==> src/rtl/jstk_spi_master_if.sv <==
// PmodJSTK pin and result bundle.
// The master side drives SPI and results; the slave side is the joystick/consumer.
interface jstk_spi_master_if;
  logic [1:0] led;
  logic       miso;
  logic       ss;
  logic       sclk;
  logic       mosi;
  logic [9:0] xdata;
  logic [9:0] ydata;
  logic [2:0] btn;
  logic       dav;

  modport master (
    input  led, miso,
    output ss, sclk, mosi,
    output xdata, ydata, btn, dav
  );

  modport slave (
    output led, miso,
    input  ss, sclk, mosi,
    input  xdata, ydata, btn, dav
  );
endinterface

==> src/rtl/jstk_spi_master.sv <==
// Mode-0 SPI master that polls a PmodJSTK and
// presents X/Y/buttons with a one-clock valid pulse.
module jstk_spi_master #(
  parameter int CLKDIV     = 50,
  parameter int SSDELAY    = 750,
  parameter int BYTEGAP    = 500,
  parameter int POLLPERIOD = 500000
) (
  input  logic             clock,
  input  logic             reset,
  jstk_spi_master_if.master bus
);

  localparam logic [2:0] S_IDLE  = 3'd0;
  localparam logic [2:0] S_SSLOW = 3'd1;
  localparam logic [2:0] S_SHIFT = 3'd2;
  localparam logic [2:0] S_GAP   = 3'd3;
  localparam logic [2:0] S_DONE  = 3'd4;
  localparam logic [2:0] S_DAV   = 3'd5;

  localparam logic [15:0] DIV_L  = 16'(CLKDIV - 1);
  localparam logic [15:0] SSD_L  = 16'(SSDELAY - 1);
  localparam logic [15:0] GAP_L  = 16'(BYTEGAP - 1);
  localparam logic [19:0] POLL_L = 20'(POLLPERIOD - 1);

  logic [2:0]  state;
  logic [19:0] timer;
  logic        pend;
  logic [15:0] cnt;
  logic        sclk;
  logic        ss;
  logic [7:0]  tx;
  logic [7:0]  rx;
  logic [2:0]  bitcnt;
  logic [2:0]  idx;
  logic [7:0]  b0;
  logic [1:0]  b1;
  logic [7:0]  b2;
  logic [1:0]  b3;
  logic [2:0]  b4;
  logic [9:0]  xdata;
  logic [9:0]  ydata;
  logic [2:0]  btn;
  logic        dav;

  logic wrap;
  logic start;

  assign wrap  = (timer == POLL_L);
  // A wrap missed while busy is remembered and served on return to idle.
  assign start = (state == S_IDLE) && (wrap || pend);

  always_ff @(posedge clock or posedge reset) begin
    if (reset) begin
      state  <= S_IDLE;
      timer  <= '0;
      pend   <= 1'b0;
      cnt    <= '0;
      sclk   <= 1'b0;
      ss     <= 1'b1;
      tx     <= '0;
      rx     <= '0;
      bitcnt <= '0;
      idx    <= '0;
      b0     <= '0;
      b1     <= '0;
      b2     <= '0;
      b3     <= '0;
      b4     <= '0;
      xdata  <= '0;
      ydata  <= '0;
      btn    <= '0;
      dav    <= 1'b0;
    end else begin
      timer <= wrap ? '0 : timer + 20'd1;
      dav   <= 1'b0;
      if (start)
        pend <= 1'b0;
      else if (wrap)
        pend <= 1'b1;

      unique case (state)
        S_IDLE: begin
          if (start) begin
            tx     <= {6'b100000, bus.led};
            idx    <= '0;
            bitcnt <= '0;
            cnt    <= '0;
            ss     <= 1'b0;
            state  <= S_SSLOW;
          end
        end
        S_SSLOW: begin
          if (cnt == SSD_L) begin
            cnt   <= '0;
            state <= S_SHIFT;
          end else begin
            cnt <= cnt + 16'd1;
          end
        end
        S_SHIFT: begin
          if (cnt != DIV_L) begin
            cnt <= cnt + 16'd1;
          end else begin
            cnt <= '0;
            if (!sclk) begin
              sclk <= 1'b1;
              rx   <= {rx[6:0], bus.miso};
            end else begin
              sclk <= 1'b0;
              if (bitcnt == 3'd7) begin
                unique case (idx)
                  3'd0:    b0 <= rx;
                  3'd1:    b1 <= rx[1:0];
                  3'd2:    b2 <= rx;
                  3'd3:    b3 <= rx[1:0];
                  default: b4 <= rx[2:0];
                endcase
                tx     <= '0;
                bitcnt <= '0;
                state  <= (idx == 3'd4) ? S_DONE : S_GAP;
              end else begin
                tx     <= {tx[6:0], 1'b0};
                bitcnt <= bitcnt + 3'd1;
              end
            end
          end
        end
        S_GAP: begin
          if (cnt == GAP_L) begin
            cnt   <= '0;
            idx   <= idx + 3'd1;
            state <= S_SHIFT;
          end else begin
            cnt <= cnt + 16'd1;
          end
        end
        S_DONE: begin
          ss    <= 1'b1;
          xdata <= {b1, b0};
          ydata <= {b3, b2};
          btn   <= b4;
          state <= S_DAV;
        end
        S_DAV: begin
          dav   <= 1'b1;
          state <= S_IDLE;
        end
        default: state <= S_IDLE;
      endcase
    end
  end

  assign bus.ss    = ss;
  assign bus.sclk  = sclk;
  assign bus.mosi  = tx[7];
  assign bus.xdata = xdata;
  assign bus.ydata = ydata;
  assign bus.btn   = btn;
  assign bus.dav   = dav;

endmodule
==> src/flat_wrapper.sv <==
// flat-port wrapper written by rule: the top's interface ports become plain ports
module jstk_spi_master_flat 
#(
  parameter int CLKDIV     = 50,
  parameter int SSDELAY    = 750,
  parameter int BYTEGAP    = 500,
  parameter int POLLPERIOD = 500000
)
  (clock, reset, bus_led, bus_miso, bus_ss, bus_sclk, bus_mosi, bus_xdata, bus_ydata, bus_btn, bus_dav);
  jstk_spi_master_if bus_i ();
  input  logic clock;
  input  logic reset;
  input wire logic [$bits(bus_i.led)-1:0] bus_led;
  input wire logic [$bits(bus_i.miso)-1:0] bus_miso;
  output wire logic [$bits(bus_i.ss)-1:0] bus_ss;
  output wire logic [$bits(bus_i.sclk)-1:0] bus_sclk;
  output wire logic [$bits(bus_i.mosi)-1:0] bus_mosi;
  output wire logic [$bits(bus_i.xdata)-1:0] bus_xdata;
  output wire logic [$bits(bus_i.ydata)-1:0] bus_ydata;
  output wire logic [$bits(bus_i.btn)-1:0] bus_btn;
  output wire logic [$bits(bus_i.dav)-1:0] bus_dav;
  assign bus_i.led = bus_led;
  assign bus_i.miso = bus_miso;
  assign bus_ss = bus_i.ss;
  assign bus_sclk = bus_i.sclk;
  assign bus_mosi = bus_i.mosi;
  assign bus_xdata = bus_i.xdata;
  assign bus_ydata = bus_i.ydata;
  assign bus_btn = bus_i.btn;
  assign bus_dav = bus_i.dav;
  jstk_spi_master #(.CLKDIV(CLKDIV), .SSDELAY(SSDELAY), .BYTEGAP(BYTEGAP), .POLLPERIOD(POLLPERIOD)) u_core (.clock(clock), .reset(reset), .bus(bus_i));
endmodule
==> config.mk <==
export PLATFORM = sky130hd
export DESIGN_NAME = jstk_spi_master_flat
export DESIGN_NICKNAME = d
export VERILOG_FILES = /design/src/rtl/jstk_spi_master_if.sv /design/src/rtl/jstk_spi_master.sv /design/src/flat_wrapper.sv
export SDC_FILE = /design/constraint.sdc
export NUM_CORES = 1
export LEC_CHECK = 0
export ABC_CLOCK_PERIOD_IN_PS = 12300
export BUFFER_PORTS_ARGS = -buffer_cell sky130_fd_sc_hd__buf_4
export CORE_MARGIN = 4
export CORE_UTILIZATION = 40
export CTS_CLUSTER_DIAMETER = 40
export DETAILED_ROUTE_END_ITERATION = 8
export GPL_TIMING_DRIVEN = 0
export HOLD_SLACK_MARGIN = 0.1
export PLACE_DENSITY = 0.53
export SYNTH_ARGS = -nofsm -noshare
export SYNTH_HDL_FRONTEND = slang
export SYNTH_SLANG_ARGS = --single-unit
==> constraint.sdc <==
create_clock -name clock -period 12.3 [get_ports clock]
set_input_delay 3.69 -clock clock [delete_from_list [all_inputs] [get_ports clock]]
set_output_delay 3.69 -clock clock [all_outputs]
set_load 0.05 [all_outputs]
==> flow_metrics.tcl <==
set metrics [dict create \
    powerDensity_nw_per_um2 111.3 \
    clock_latency_ns 0.35 \
    post_cts_buffers 0 \
    worstSetupEndpointType "output port" \
    track_usage_pct 13.98 \
    ios 32 \
    finalSetupTns_ns 0 \
    status "completed" \
    die_h_um 121.9 \
    final_common_cell "dfrtp_1" \
    seq_area_frac_synth_pct 53.60 \
    drive_gt1_share_pct 25.98 \
    grt_pass1_vias 3269 \
    syn_area_um2 5185 \
    hold_class "register to register" \
    timing.final.hold_violations 0 \
    avgRoutedWirePerCell_um 14.80 \
    ys.flop_type "dfrtp_1" \
    place_congestion 0.7874 \
    worst_slew_pin_slew_ns 0.8480 \
    cts_resized 0 \
    ys_types 53 \
    final_max_slew_viol_count 0 \
    area_growth_pct 14.96 \
    nNetsFinal 495 \
    root_buffer "clkbuf_16" \
    place_hpwl_um 6805 \
    maxCapViolations 0 \
    first_pass_iters 4 \
    p_sw_mw 0.1411 \
    clk_path_buf_depth 2 \
    ys_async_sr_fraction_pct 100.0 \
    cell_internal_pwr_mw 0.5226 \
    via_count 3382 \
    overflow 0 \
    num_rows 41 \
    die_area_um2 14850 \
    setup_viol 0 \
    numPlacedInstances 641 \
    cp_top_family "flip-flops" \
    ctsHoldBuffers 0 \
    fillers 1196 \
    synth_nets 452 \
    ant_nets 0 \
    pre_cts_ws_ns 7.667 \
    path_max_fanout 2 \
    switching_share_pct 21.26 \
    slowest_stage "dfstp_2" \
    coreArea_um2 12670 \
    path_buf_inv 1 \
    slew_headroom_pct 42.67 \
    final_cell_mix "110 x dfrtp_1, 41 x mux2_2, 34 x nor2_1" \
    max_freq_mhz 209.5 \
    wl_um 9721 \
    numCtsBuffers 9 \
    synth.avg_cell_area_um2 11.86 \
    p_comb_share_pct 1.4 \
    crit_path_cell_trace "buf_4" \
    ys_seq_elements 111 \
    route.detailed.drc 0 \
    via_per_inst 5.148 \
    drtIter0Drc 211 \
    critical_path_class "register to output port" \
    fin_worst_skew_ns 0.008704 \
    worstPathRequired_ns 8.61 \
    seq_power_share_pct 54.9 \
    finalNonFillerCells 657 \
    portBuffers 31 \
    synth-edff-count 0 \
    diodes 0 \
    ys_warn_count 0 \
    grt_pass1_wl_um 16350 \
    h-tree-depth 3 \
    ir_worst_vdd_mv 0.05941 \
    start_kind "register" \
    cp.arrival_ns 1.08 \
    tritoncts "built" \
    slowest_delay_ns 0.54 \
    clk_pin_slew_ns 0.07 \
    p_clk_share_pct 43.7 \
    rsz0062_at_grt "no" \
    final_util_pct 47.04 \
    antenna_found_initial 0 \
    power_mw 0.6637 \
    grt_max_degree 58 \
    period_needed_ns 4.773 \
    syn_inst 437 \
    leakagePower_nw 2.822 \
    start_util_pct 40.92 \
    die_width_um 121.9 \
    cts.sinks 111 \
    finalCritPeriodShare_pct 38.81 \
    fin_ws_ns 7.527 \
]
## state kept, by name, summed over array words and instances (netlist names), 3 cells and up
signal,flops
u_core.tx,8
u_core.b0,8
u_core.bitcnt,3
u_core.state,3
u_core.bus.xdata,10
u_core.cnt,16
u_core.b4,3
u_core.b2,8
u_core.rx,8
u_core.bus.btn,3
u_core.bus.ydata,10
u_core.idx,3
u_core.timer,20
## final cells by class
cell class / count / area [µm²] / share of cell area (%)
clock inverters: 4 / 31.28 / 0.5248
repair buffers: 32 / 260.3 / 4.366
inverters: 30 / 115.1 / 1.931
plain buffers: 10 / 45.04 / 0.7557
well taps: 172 / 215.2 / 3.610
flip-flops and latches: 111 / 2779 / 46.62
clock buffers: 12 / 266.5 / 4.471
multi-input cells: 286 / 2248 / 37.72
## layer usage
layer  GRT usage (%)  part of all wire (%)  up-vias
met3           4.550                   4.3       12
li1                -                     -     1635
met2           22.13                    48       50
met5               0                     0        -
met1           18.26                    46     1685
met4           4.482                   1.4        0
## cells in the mapped netlist (6+ instances only)
library cell / number / area [µm²]
dfrtp_1: 110 / 2753
mux2_2: 41 / 461.7
nor2_1: 34 / 127.6
inv_1: 30 / 112.6
nand2_1: 25 / 93.84
o21ai_0: 18 / 90.09
mux2_4: 16 / 240.2
nand3_1: 12 / 60.06
o22ai_1: 12 / 75.07
xor2_1: 12 / 105.1
ha_1: 10 / 125.1
xnor2_1: 10 / 87.58
nor3_1: 9 / 45.04
nand4_1: 8 / 50.05
clkbuf_1: 6 / 22.52
## per-stage QoR
| stage | area (µm²) | hold slack [ns] |
|---|---|---|
| after detailed placement | 5663 | 0.4633 |
| after global routing | 5961 | 0.5155 |
| after global placement | 5633 | 0.4598 |
| final | 5961 | 0.4727 |
| after floorplan | 5185 | 0.4426 |
| after CTS | 5961 | 0.4769 |
## cell families after synthesis
group	synth area share (%)
and+or+nand+nor	15.90
DFF	53.60
muxes	14.50
AOI/OAI and AO/OA	6.830
buffers and inverters	3.041
xor gates and xnor gates	3.716
adders and majority gates	2.413
## power groups by stage
stage	clock network, mW	logic [mW]	registers, mW
finish	0.290	0.00914	0.365
global route	0.314	0.0112	0.365
CTS	0.302	0.0100	0.365
detailed placement	0	0.0101	0.372
global placement	0	0.00867	0.372
floorplan	0	0.00551	0.372
## path summary, 6_finish.rpt
path | endpoint | cells after the start | slack, ns | from
min in group asynchronous | u_core.bus.btn[0] | 2 | 3.47 | reset
setup / recovery | bus_ss | 1 | 7.53 | u_core.bus.ss
max in group asynchronous | u_core.bus.xdata[4] | 3 | 8.14 | reset
setup reg to reg | u_core.cnt[15] | 7 | 9.78 | u_core.cnt[1]
hold / removal | u_core.timer[19] | 1 | 0.47 | u_core.timer[19]
hold reg to reg | u_core.timer[19] | 1 | 0.47 | u_core.timer[19]
Power figures use the tool's default switching activity.
